===== src/rtl/vga_scan_ctrl.sv =====
// vga_scan_ctrl: parametrised VGA raster controller for a frame-buffer display.
// Generates sync/blank timing, issues one framebuffer read per active pixel with
// an incrementing linear address, and realigns syncs/blank with returned data
// across RD_LAT clocks of memory latency. Optional feature macro: TEST_PATTERN_EN
// (adds pattern_sel input and an 8-bar colour test pattern).
module vga_scan_ctrl #(
    parameter int H_ACTIVE = 640,
    parameter int H_FP     = 16,
    parameter int H_SYNC   = 96,
    parameter int H_BP     = 48,
    parameter int V_ACTIVE = 480,
    parameter int V_FP     = 10,
    parameter int V_SYNC   = 2,
    parameter int V_BP     = 29,
    parameter bit SYNC_POL = 1'b0,
    parameter int PIX_W    = 1,
    parameter int COL_W    = 10,
    parameter int ADDR_W   = 19,
    parameter int RD_LAT   = 1
) (
    input  logic              dclk,
    input  logic              clr,
    input  logic [PIX_W-1:0]  Data,
`ifdef TEST_PATTERN_EN
    input  logic              pattern_sel,
`endif
    output logic              hsync,
    output logic              vsync,
    output logic              vga_blank,
    output logic              vga_sync,
    output logic [COL_W-1:0]  red,
    output logic [COL_W-1:0]  green,
    output logic [COL_W-1:0]  blue,
    output logic              Read,
    output logic [ADDR_W-1:0] Addr,
    output logic              frame_start
);

    localparam int H_TOT = H_SYNC + H_BP + H_ACTIVE + H_FP;
    localparam int V_TOT = V_SYNC + V_BP + V_ACTIVE + V_FP;
    localparam int HW    = $clog2(H_TOT);
    localparam int VW    = $clog2(V_TOT);

    localparam logic [HW-1:0] H_LAST     = HW'(H_TOT - 1);
    localparam logic [HW-1:0] H_SYNC_END = HW'(H_SYNC);
    localparam logic [HW-1:0] H_ACT_BEG  = HW'(H_SYNC + H_BP);
    localparam logic [HW-1:0] H_ACT_END  = HW'(H_SYNC + H_BP + H_ACTIVE);
    localparam logic [VW-1:0] V_LAST     = VW'(V_TOT - 1);
    localparam logic [VW-1:0] V_SYNC_END = VW'(V_SYNC);
    localparam logic [VW-1:0] V_ACT_BEG  = VW'(V_SYNC + V_BP);
    localparam logic [VW-1:0] V_ACT_END  = VW'(V_SYNC + V_BP + V_ACTIVE);
    localparam logic [ADDR_W-1:0] ADDR_LAST = ADDR_W'(H_ACTIVE * V_ACTIVE - 1);

    logic [HW-1:0] hc;
    logic [VW-1:0] vc;
    logic          act_raw;
    logic          hs_raw;
    logic          vs_raw;
    logic          frame_zero;

    // Index 0 of each chain is the raw combinational value; index n is n clocks later.
    logic [RD_LAT:0]   act_pipe, hs_pipe, vs_pipe;
    logic [RD_LAT+1:0] act_chain, hs_chain, vs_chain;
    logic [COL_W-1:0]  grey;

    // Replicate the pixel MSB-first across the colour channel width.
    function automatic logic [COL_W-1:0] expand(input logic [PIX_W-1:0] d);
        logic [COL_W-1:0] r;
        r = '0;
        for (int i = 0; i < COL_W; i++) begin
            r[COL_W-1-i] = d[PIX_W-1-(i % PIX_W)];
        end
        return r;
    endfunction

    // Horizontal/vertical position counters; vc advances on hc wrap.
    always_ff @(posedge dclk or posedge clr) begin
        if (clr) begin
            hc <= '0;
            vc <= '0;
        end else if (hc == H_LAST) begin
            hc <= '0;
            vc <= (vc == V_LAST) ? '0 : vc + 1'b1;
        end else begin
            hc <= hc + 1'b1;
        end
    end

    // Raw timing decoded straight from the counters.
    always_comb begin
        act_raw    = (hc >= H_ACT_BEG) && (hc < H_ACT_END) &&
                     (vc >= V_ACT_BEG) && (vc < V_ACT_END);
        hs_raw     = (hc < H_SYNC_END) ? SYNC_POL : ~SYNC_POL;
        vs_raw     = (vc < V_SYNC_END) ? SYNC_POL : ~SYNC_POL;
        frame_zero = (hc == '0) && (vc == '0);
        grey       = expand(Data);
    end

    assign act_chain = {act_pipe, act_raw};
    assign hs_chain  = {hs_pipe, hs_raw};
    assign vs_chain  = {vs_pipe, vs_raw};

    assign Read      = act_chain[1];
    assign vga_blank = act_chain[RD_LAT+1];
    assign hsync     = hs_chain[RD_LAT+1];
    assign vsync     = vs_chain[RD_LAT+1];
    assign vga_sync  = 1'b0;

    // Alignment pipeline: the first stage doubles as the Read strobe.
    always_ff @(posedge dclk or posedge clr) begin
        if (clr) begin
            act_pipe <= '0;
            hs_pipe  <= {(RD_LAT+1){~SYNC_POL}};
            vs_pipe  <= {(RD_LAT+1){~SYNC_POL}};
        end else begin
            act_pipe <= act_chain[RD_LAT:0];
            hs_pipe  <= hs_chain[RD_LAT:0];
            vs_pipe  <= vs_chain[RD_LAT:0];
        end
    end

    // Frame-start pulse and incrementing read address, saturating at the last pixel.
    always_ff @(posedge dclk or posedge clr) begin
        if (clr) begin
            frame_start <= 1'b0;
            Addr        <= '0;
        end else begin
            frame_start <= frame_zero;
            if (frame_zero) begin
                Addr <= '0;
            end else if (Read && (Addr != ADDR_LAST)) begin
                Addr <= Addr + 1'b1;
            end
        end
    end

`ifdef TEST_PATTERN_EN
    localparam int BAR_W = H_ACTIVE / 8;

    logic [HW-1:0]           hoff;
    logic [2:0]              bar_raw;
    logic [RD_LAT:0][2:0]    bar_pipe;
    logic [RD_LAT+1:0][2:0]  bar_chain;

    // Bar index from horizontal offset into the active region, by threshold compare.
    always_comb begin
        hoff    = hc - H_ACT_BEG;
        bar_raw = '0;
        for (int b = 1; b < 8; b++) begin
            if (hoff >= HW'(b * BAR_W)) begin
                bar_raw = 3'(b);
            end
        end
    end

    assign bar_chain = {bar_pipe, bar_raw};

    // Carry the bar index alongside the active flag so bars line up with vga_blank.
    always_ff @(posedge dclk or posedge clr) begin
        if (clr) begin
            bar_pipe <= '0;
        end else begin
            bar_pipe <= bar_chain[RD_LAT:0];
        end
    end
`endif

    // Colour output register, zero outside active video.
    always_ff @(posedge dclk or posedge clr) begin
        if (clr) begin
            red   <= '0;
            green <= '0;
            blue  <= '0;
        end else if (!act_chain[RD_LAT]) begin
            red   <= '0;
            green <= '0;
            blue  <= '0;
`ifdef TEST_PATTERN_EN
        end else if (pattern_sel) begin
            red   <= {COL_W{~bar_chain[RD_LAT][1]}};
            green <= {COL_W{~bar_chain[RD_LAT][2]}};
            blue  <= {COL_W{~bar_chain[RD_LAT][0]}};
`endif
        end else begin
            red   <= grey;
            green <= grey;
            blue  <= grey;
        end
    end

endmodule

===== config.mk =====
export PLATFORM = sky130hd
export DESIGN_NAME = vga_scan_ctrl
export DESIGN_NICKNAME = d
export VERILOG_FILES = /design/src/rtl/vga_scan_ctrl.sv
export SDC_FILE = /design/constraint.sdc
export NUM_CORES = 1
export LEC_CHECK = 0
export ABC_AREA = 1
export CAP_MARGIN = 20
export CORE_MARGIN = 2
export CORE_UTILIZATION = 45
export CTS_CLUSTER_SIZE = 40
export DETAILED_ROUTE_END_ITERATION = 7
export PLACE_DENSITY = 0.7
export SYNTH_ARGS = -nofsm -noshare
export SYNTH_HDL_FRONTEND = slang
export SYNTH_SLANG_ARGS = --single-unit

===== constraint.sdc =====
create_clock -name dclk -period 2.3 [get_ports dclk]
set_clock_uncertainty 0.1 [all_clocks]
set_input_delay 0.345 -clock dclk [delete_from_list [all_inputs] [get_ports dclk]]
set_output_delay 0.345 -clock dclk [all_outputs]
set_load 0.02 [all_outputs]

==> qor.csv <==
stage;metric;value;unit
setup_path;Arrival @ worst endpoint;2.16;ns
clock_tree;hold_buf cts;0;
sta;Setup violations, final;0;
power;Final Power;1.48;mW
sta;f_max;497;MHz
drt;routed vias/inst;5.16;
sta;Hold WS;0.259;ns
setup_path;classification of the worst setup path;reg2reg;
setup_path;Reg-to-Reg End;Addr[14];
sta;Worst-Margin Slew;0.571;ns
clock_tree;clock sink count;47;
place;gpl congestion;0.887;
setup_path;critical-path cell list;inv_1 > ha_1 > nand2_2 > nor3_4 > nand2_4 > nand2_8 > nand3_1 > nand2_1;
setup_path;Worst Setup SP;vc[0];
drt;via count;2611;
drt;DRT Pass-1 Iters;4;
power;Lkg Pwr;1.68;nW
setup_path;worst reg2reg startpoint;vc[0];
clock_tree;Root Driver;clkbuf_8;
worst_hold_path;worst hold path class;in2async;
power;peak supply drop;0.219;mV
global_routing;initial antenna violation count;0;
sta;setup ws final;0.289;ns
clock_tree;postcts setup bufs;0;
logic_synthesis;Post-Synthesis Cells;398;
logic_synthesis;ys flop type;dfrtp_1;
clock_tree;cts bufs inserted;5;
sta;crit share post-route;87.4;%
drt;DR WL/cell;12.6;microns
place;port bufs;56;
drt;residual DRC count;0;
finish;Final Util;54.0;%
clock_tree;# H-tree levels;2;
floorplanning;die area;7650;sq um
sta;RSZ-0062 raised after global routing;false;
setup_path;Critical Path Slowest Stage Cell;dfrtp_1;
flow_run;maxcap violations;0;
setup_path;WP data required;2.45;ns
place;dpl hpwl;4.69;mm
finish;nets@finish;433;
global_routing;first-pass GRT wire length;10.5;mm
setup_path;Startpoint Class;flip-flop;
logic_synthesis;ys async rst share;100;%
finish;share of layout cells above drive strength 1;13.6;%
place;DP Area;3530;sq um
drt;final WL;6.36;mm
sta;Slew headroom;61.8;%
clock_tree;Worst-Skew Late Latency;0.30;ns
logic_synthesis;Post-Syn Nets;406;
floorplanning;Initial Utilization;46.4;%
logic_synthesis;Ys Warns;0;
global_routing;grt ovf;0;
logic_synthesis;post-synthesis cell area;3140;sq um
setup_path;Crit. End Element;flip-flop;
finish;Ant. Diodes;0;
sta;Setup TNS Final;0;ns
floorplanning;CORE AREA;6760;sq um
logic_synthesis;FF+latch count, synth;47;
clock_tree;CTS tree;yes;
sta;crit path time final;2.01;ns
finish;Layout area overhead;16.4;%
logic_synthesis;Yosys cell types;34;
clock_tree;Resize count post-CTS;0;
sta;final hold vios;0;
sta;Slew Limit Fails;0;
floorplanning;die width;87.5;microns
setup_path;worst reg2reg path depth;8;
floorplanning;Core Rows;30;
floorplanning;I/O pins;58;
power;pwr dens;405;nW/um^2
clock_tree;Clock transition at path regs;0.09;ns
drt;Detail Route Antenna Nets;0;
run_status;status;completed;
logic_synthesis;Avg Inst Size Synth;7.88;sq um
logic_synthesis;Post-synth EDFFs;0;
logic_synthesis;Seq/Total Area, Yosys;37.7;%
setup_path;CP peak stage delay;0.43;ns
drt;drt initial violations;133;
finish;Final Cell Area;3650;sq um
place;Inst Count DP;498;
global_routing;number of global-route vias before repair;2299;
floorplanning;Die H;87.5;microns
place;Place WS;0.332;ns
finish;final non-filler cell total;506;
setup_path;r2r setup slk;0.29;ns
global_routing;largest net degree at the start of global routing;36;
global_routing;Total GRT Usage;17.1;%
clock_tree;clk buf depth;2;
setup_path;CP max FO;35;
final cells by class:
type / instances / area (sq um)
clock buffer: 6 / 82.6
clock inverter: 2 / 35.0
fill: 597 / 3110
inverter: 46 / 173
multi-input combinational: 267 / 1490
sequential: 47 / 1180
tap: 80 / 100
timing repair buffer: 58 / 588
flip-flops by register name (all words and copies together), names as in the netlist:
register	count
hs_pipe	2
blue	1
vs_pipe	2
vc	10
act_pipe	2
frame_start	1
Addr	19
hc	10
worst max-delay path, delay by kind of cell (launching register included):
| family | cells | cell delay [ns] |
|---|---|---|
| simple gates | 6 | 1.02 |
| buf+inv | 1 | 0.14 |
| fa+ha+maj | 1 | 0.24 |
| flops | 1 | 0.43 |
placed cells by master (no fill, tap or decap):
cell / n
conb_1: 1
nor3_1: 9
a31oi_1: 2
nor3_4: 2
bufinv_16: 1
ha_1: 5
clkinv_2: 1
nor4_1: 3
clkdlybuf4s50_1: 56
clkbuf_8: 6
a21oi_1: 7
nand2_4: 3
nor2_2: 4
xnor2_1: 6
buf_12: 1
nor2_4: 3
buf_4: 1
nand3b_1: 2
nand4_1: 12
nand3_1: 42
nand2_2: 12
inv_1: 41
nor2_1: 43
nand2_8: 2
nand3_2: 10
or2_2: 1
o31ai_1: 1
dfrtp_1: 43
o21ai_1: 1
xor2_1: 8
o21ai_0: 13
dfstp_2: 4
nand2_1: 73
nor2_8: 1
inv_2: 5
nor3_2: 1
synthesized netlist by cell type, types with 2 or more instances:
cell,instances,share of area [%]
ha_1,5,2.0
a31oi_1,2,0.40
nor2_2,4,0.80
dfstp_2,4,3.4
nand3_1,42,6.7
nand2_8,2,1.3
nor2_1,43,5.1
nand3b_1,2,0.48
inv_1,42,5.0
buf_2,4,0.64
nor3_1,9,1.4
o21ai_0,13,2.1
nand2_2,12,2.4
a21oi_1,7,1.1
nor4_1,3,0.60
nor2_4,3,1.1
inv_2,4,0.48
buf_4,32,7.7
nand2_4,3,1.1
nand3_2,10,3.2
dfrtp_1,43,34
nand4_1,12,2.4
xor2_1,8,2.2
xnor2_1,6,1.7
nand2_1,73,8.7
nor3_4,2,1.0
routing by layer:
layer	vias up	routed length [microns]	GRT usage, %
met2	76	3120	29.1
met5	-	0	0
met4	0	121	5.59
met1	1223	2790	21.9
li1	1299	-	-
met3	13	322	3.03
where the power goes:
group / leakage [nW] / internal, mW / total (mW) / switching [mW]
logic: 0.991 / 0.00649 / 0.0250 / 0.0185
clock network: 0.0612 / 0.352 / 0.628 / 0.276
registers: 0.628 / 0.826 / 0.826 / 0
cell families (layout without fill, tap and decap cells):
group                      count (synthesis)  count (layout)  synth area share, %
AOI/OAI and AO/OA                         24              24                 3.99
DFF                                       47              47                 37.7
adders and majority gates                  5               5                 2.00
other                                      1               1                0.120
buffers and inverters                     84             112                 14.8
and+or+nand+nor                          223             223                 37.5
xor gates and xnor gates                  14              14                 3.91
worst max-delay path by stage:
stage / end / slack (ns) / cells past startpoint
2_1_floorplan: Addr[4] / 0.49 / 11
3_3_place_gp: Addr[14] / 0.40 / 8
3_5_place_dp: Addr[14] / 0.33 / 8
4_1_cts: Read / 0.29 / 1
5_1_grt: Addr[11] / 0.17 / 8
6_report: Addr[14] / 0.29 / 8
Power figures use the tool's default switching activity.
